`src/rtl/data_memory_sync.sv`:
```
// Parametrised single-port data memory with post-reset zero-fill, configurable
// read latency, read-during-write policy and out-of-range address detection.
module data_memory_sync #(
  parameter int DATA_WIDTH     = 16,
  parameter int ADDR_WIDTH     = 8,
  parameter int DEPTH          = 256,
  parameter int READ_LATENCY   = 1,
  parameter int RDW_NEW        = 0,
  parameter int CLEAR_ON_RESET = 1
) (
  input  logic                  clock,
  input  logic                  reset_n,
  input  logic                  MemWrite,
  input  logic                  MemRead,
  input  logic [ADDR_WIDTH-1:0] Address,
  input  logic [DATA_WIDTH-1:0] WriteData,
  output logic [DATA_WIDTH-1:0] MemOut,
  output logic                  ReadValid,
  output logic                  Ready,
  output logic                  AddrError,
  output logic                  o_dbg_state
);

  typedef enum logic {
    ST_CLEAR = 1'b0,
    ST_READY = 1'b1
  } state_t;

  localparam state_t                LP_RST_STATE = (CLEAR_ON_RESET != 0) ? ST_CLEAR : ST_READY;
  localparam logic [ADDR_WIDTH:0]   LP_DEPTH     = (ADDR_WIDTH+1)'(DEPTH);
  localparam logic [ADDR_WIDTH-1:0] LP_LAST      = ADDR_WIDTH'(DEPTH - 1);

  state_t                  r_state;
  state_t                  w_state_nxt;
  logic [ADDR_WIDTH-1:0]   r_clr_cnt;
  logic                    r_ready;
  logic                    w_clearing;

  // Handshake: a request is accepted when MemRead/MemWrite is high at a rising
  // edge while Ready is high; ReadValid qualifies MemOut for exactly one cycle.
  always_ff @(posedge clock or negedge reset_n) begin
    if (!reset_n) begin
      r_state   <= LP_RST_STATE;
      r_ready   <= 1'b0;
      r_clr_cnt <= '0;
    end else begin
      r_state <= w_state_nxt;
      r_ready <= (w_state_nxt == ST_READY);
      if (w_clearing) r_clr_cnt <= r_clr_cnt + 1'b1;
    end
  end

  always_comb begin
    w_state_nxt = r_state;
    case (r_state)
      ST_CLEAR: if (r_clr_cnt == LP_LAST) w_state_nxt = ST_READY;
      ST_READY: w_state_nxt = ST_READY;
      default:  w_state_nxt = LP_RST_STATE;
    endcase
  end

  always_comb begin
    w_clearing  = (r_state == ST_CLEAR);
    o_dbg_state = r_state;
  end

  assign Ready = r_ready;

  logic                  w_in_range;
  logic                  w_rd_acc;
  logic                  w_wr_acc;
  logic                  w_ram_we;
  logic [ADDR_WIDTH-1:0] w_ram_waddr;
  logic [ADDR_WIDTH-1:0] w_ram_raddr;
  logic [DATA_WIDTH-1:0] w_ram_wdata;

  assign w_in_range  = ({1'b0, Address} < LP_DEPTH);
  assign w_rd_acc    = r_ready & MemRead;
  assign w_wr_acc    = r_ready & MemWrite;
  // The clear sweep and user traffic share the single write port; they never overlap.
  assign w_ram_we    = w_clearing | (w_wr_acc & w_in_range);
  assign w_ram_waddr = w_clearing ? r_clr_cnt : Address;
  assign w_ram_wdata = w_clearing ? '0 : WriteData;
  assign w_ram_raddr = w_in_range ? Address : '0;

  logic [DATA_WIDTH-1:0] r_mem [DEPTH];
  logic [DATA_WIDTH-1:0] r_ram_q;

  always_ff @(posedge clock) begin
    if (w_ram_we) r_mem[w_ram_waddr] <= w_ram_wdata;
    if (w_rd_acc) r_ram_q <= r_mem[w_ram_raddr];
  end

  logic                  r_vld1;
  logic                  r_zero1;
  logic                  r_rdw_hit;
  logic [DATA_WIDTH-1:0] r_rdw_data;
  logic                  r_addr_err;
  logic [DATA_WIDTH-1:0] w_rd_data1;

  // r_zero1 resets high so the un-reset RAM output register never reaches MemOut.
  always_ff @(posedge clock or negedge reset_n) begin
    if (!reset_n) begin
      r_vld1     <= 1'b0;
      r_zero1    <= 1'b1;
      r_rdw_hit  <= 1'b0;
      r_rdw_data <= '0;
      r_addr_err <= 1'b0;
    end else begin
      r_vld1     <= w_rd_acc;
      r_addr_err <= (w_rd_acc | w_wr_acc) & ~w_in_range;
      if (w_rd_acc) begin
        r_zero1    <= ~w_in_range;
        r_rdw_hit  <= (RDW_NEW != 0) & w_wr_acc & w_in_range;
        r_rdw_data <= WriteData;
      end
    end
  end

  assign w_rd_data1 = r_zero1 ? '0 : (r_rdw_hit ? r_rdw_data : r_ram_q);
  assign AddrError  = r_addr_err;

  if (READ_LATENCY == 2) begin : g_lat2
    logic                  r_vld2;
    logic [DATA_WIDTH-1:0] r_dout2;

    always_ff @(posedge clock or negedge reset_n) begin
      if (!reset_n) begin
        r_vld2  <= 1'b0;
        r_dout2 <= '0;
      end else begin
        r_vld2 <= r_vld1;
        if (r_vld1) r_dout2 <= w_rd_data1;
      end
    end

    assign MemOut    = r_dout2;
    assign ReadValid = r_vld2;
  end else begin : g_lat1
    assign MemOut    = w_rd_data1;
    assign ReadValid = r_vld1;
  end

endmodule

```
`config.mk`:
```
export PLATFORM = sky130hd
export DESIGN_NAME = data_memory_sync
export DESIGN_NICKNAME = d
export VERILOG_FILES = /design/src/rtl/data_memory_sync.sv
export SDC_FILE = /design/constraint.sdc
export NUM_CORES = 2
export LEC_CHECK = 0
export ABC_AREA = 1
export CAP_MARGIN = 30
export CORE_ASPECT_RATIO = 1.4
export CORE_MARGIN = 5
export CORE_UTILIZATION = 45
export CTS_CLUSTER_DIAMETER = 100
export DETAILED_ROUTE_END_ITERATION = 10
export GPL_TIMING_DRIVEN = 1
export PLACE_DENSITY = 0.74
export RECOVER_POWER = 50
export SLEW_MARGIN = 30
export SYNTH_ARGS = -nofsm -noshare
export SYNTH_HDL_FRONTEND = slang
export SYNTH_SLANG_ARGS = --single-unit
```
`constraint.sdc`:
```
create_clock -name clock -period 4.7 [get_ports clock]
set_clock_uncertainty 0.15 [all_clocks]
set_input_delay 0.94 -clock clock [delete_from_list [all_inputs] [get_ports clock]]
set_output_delay 0.94 -clock clock [all_outputs]
set_load 0.03 [all_outputs]
```
==> summary.txt <==
Critical path
  – Worst-path fanout max: 80
  – CP Capture Type: flip-flop
  – Flop2flop setup slack: 0.24 ns
  – Worst EP arrival: 5.10 ns
  – Worst reg2reg startpoint: Ready$_DFF_PN0_
  – Worst reg2reg path endpoint: r_mem[100][5]$_DFFE_PP_
  – Startpoint types: primary input
  – Crit Path Class: primary input to flip-flop
  – Required time worst endpoint: 5.32 ns
  – Reg2reg path depth: 4

Clock network
  – Num CTS Buffers: 350
  – TritonCTS clock tree: yes
  – Post_cts resized: 0
  – Sinks on Clock Net: between 4000 and 5000
  – H-tree depth: 5
  – Hold_buf cts: 0
  – Clock root buffer: clkbuf_16
  – Clock transition at path regs: 0.07 ns
  – Worst-Skew Late Latency: 0.92 ns
  – Total setup buffers inserted after CTS: 0
  – Max Buffers Root-to-Sink: 4

Placed design
  – Final HPWL DP: 272900 um
  – Placed Area: 174600 um2
  – Gp weighted congestion: 0.8829
  – Number of buffer cells added on primary ports: 46

Global routing
  – Initial antenna violation count: 17
  – First-pass GRT wire length: about 690000 um
  – GRT Util Overall: 23.54%
  – Largest net degree at the start of global routing: 172
  – Global route total overflow: 0
  – Vias in the first global route: between 100k and 150k

Logic synthesis
  – Async S/R FF share, synth: 0.2668%
  – Synth cell types: 33
  – Most area-consuming cells after synthesis: edfxtp_1, nand3_1, nand2_1
  – Most frequent cells after synthesis: nand2_1, edfxtp_1, nand3_1, buf_2, nor2_1
  – Post-synth top area share: 73.74%
  – Number of flops mapped to enable cells by yosys: 4112
  – Syn_nets: 13785
  – Count leader, synth: nand2_1
  – Post-Syn Area per Cell: 12.17 um2
  – YS warnings: 0
  – Sequential share of the synthesized area: 73.90%
  – Netlist Area Pre-Place: 167500 um2
  – Register bit total from synthesis: 4123
  – Post-Syn Instances: between 10000 and 15000
  – Synth area leader: edfxtp_1
  – Most used DFF post-synth: edfxtp_1

Timing
  – Final setup viols: 0
  – Fin crit share: 95.41%
  – Worst Tran Pin Value: 2.680 ns
  – RSZ-0062 raised after global routing: no
  – Post-layout min period: 4.484 ns
  – Setup_tns: 0 ns
  – Max Freq: 223.0 MHz
  – Hold Fails Final Rpt: 0
  – Worst slew margin: -78.65%
  – Max-slew violations: 1611

Floorplanning
  – Die width: 525.6 um
  – I/O pins: 48
  – Die height: 731.8 um
  – Die Area: between 300000 and 400000 um2
  – Initial Utilization: 45.09%
  – Rows: 265
  – Core area: 371400 um2

Cells and area
  – Final instance area: 185500 um2
  – Share of cells above drive strength 1: 8.415%
  – Syn-to-layout area delta: 10.77%
  – Final net count: 13871

Worst hold path
  – Worst hold start: r_clr_cnt[3]$_DFFE_PN0N_
  – Worst min-delay path category: flip-flop to flip-flop
  – Hold path endpoint: r_clr_cnt[3]$_DFFE_PN0N_
  – Hold-critical path depth: 1

Route
  – Starting DRT DRC Count: 15814
  – Drt drc: 0
  – Post-Route WL: ~470000 um
  – Vias post-DR: 111723
  – Wire per inst: 24.72 um
  – Via density: 5.860
  – Routed Antenna Nets: 0
  – Initial DRT Pass Iterations: 8

Power and ir drop
  – Leakage: 62.47 nW
  – PwrDens: 393.7 nW/um2
  – VDD IR max: 0.0003042 V

Run
  – Max Cap Viol: 20

Outcome
  – Failing checks: max-capacitance violations, max-slew violations
  – Status: complete, but fails checks
==> metal layers <==
metal | part of all wire (%) | GRT usage, % | vias up
met5 | 0.023 | 0 | -
met2 | 48 | 38.37 | 7360
met4 | 7.3 | 14.79 | 16
li1 | - | - | 49068
met1 | 34 | 29.11 | 53855
met3 | 11 | 4.347 | 1424
==> flip-flops by register name (all words and copies together), names as in the netlist <==
register   count
ReadValid      1
Ready          1
r_clr_cnt      8
r_mem       4096
r_ram_q       16
r_zero1        1
==> cell type report <==
cell class	count	area, um2
multi-input cells	8605	37510
diodes	8	20.02
fillers	30560	185900
clock inverters	230	2226
inverters	84	410.4
well taps	4939	6180
flip-flops and latches	4123	123800
repair buffers	678	6327
clock buffers	398	9076
==> worst max-delay path by stage <==
stage	startpoint	end
global route	Ready$_DFF_PN0_	r_mem[193][4]$_DFFE_PP_
floorplan	Ready$_DFF_PN0_	r_mem[0][10]$_DFFE_PP_
CTS	Ready$_DFF_PN0_	r_mem[223][0]$_DFFE_PP_
global placement	Address[4]	r_mem[143][13]$_DFFE_PP_
detailed placement	Address[4]	r_mem[143][15]$_DFFE_PP_
finish	Address[0]	r_ram_q[5]$_DFFE_PP_
==> cells in the final DEF (no fill, tap or decap), drive strengths merged, types with 2 or more instances in the layout <==
master | netlist | final
diode | 0 | 8
buf | 843 | 592
inv | 84 | 86
nor2 | 307 | 307
clkinv | 0 | 163
dlygate4sd3 | 0 | 2
bufinv | 0 | 37
clkinvlp | 0 | 28
dfrtp | 10 | 10
nand2 | 4240 | 4240
nand3 | 4036 | 4036
xnor2 | 2 | 2
clkdlybuf4s50 | 0 | 37
xor2 | 4 | 4
nor3 | 2 | 2
o21ai | 7 | 7
edfxtp | 4112 | 4112
a21oi | 2 | 2
clkbuf | 101 | 443
==> worst max-delay path: stages <==
cell,delay [ns]
buf_16,0.18
inv_4,1.20
buf_4,0.47
buf_4,0.47
nand2_1,0.10
nand3_1,0.10
nand3_1,0.16
nand3_1,0.17
nand3_1,0.20
nand3_1,0.23
nand3_1,0.20
nand2_1,0.11
nand2_1,0.28
nand2_1,0.16
==> per-stage QoR <==
| stage | hold slack [ns] | power, mW | instances | worst slack [ns] | util [%] |
|---|---|---|---|---|---|
| CTS | 0.3651 | 73.09 | 19057 | 0.3979 | 50.07 |
| global placement | 0.3584 | 44.54 | 18428 | 0.1777 | 47.02 |
| global route | 0.4064 | 74.95 | 19061 | 0.1587 | 49.95 |
| finish | 0.3761 | 73.02 | 19065 | 0.2157 | 49.95 |
| floorplan | 0.3335 | 43.33 | 13756 | -0.1208 | - |
| detailed placement | 0.3629 | 44.62 | 18429 | 0.1852 | 47.02 |
==> cells by family (layout without fill, tap and decap cells) <==
family,after synthesis,in the layout,share of synthesized area [%]
and+or+nand+nor,8587,8587,22.29
DFF,4123,4123,73.90
buffers and inverters,1028,1390,3.725
adders and majority gates,1,1,0.007470
other,1,9,0.002239
xor gates and xnor gates,6,6,0.03138
AOI/OAI and AO/OA,10,10,0.04334
==> power breakdown <==
part / leakage, nW / total, mW / switching, mW / internal, mW
sequential: 28.6 / 39.8 / 0 / 39.8
clock: 5.51 / 29.1 / 13.1 / 16.0
combinational: 28.4 / 4.13 / 2.98 / 1.15
total: 62.5 / 73.0 / 16.1 / 56.9
Note: power is estimated with default switching activity, not from simulation.
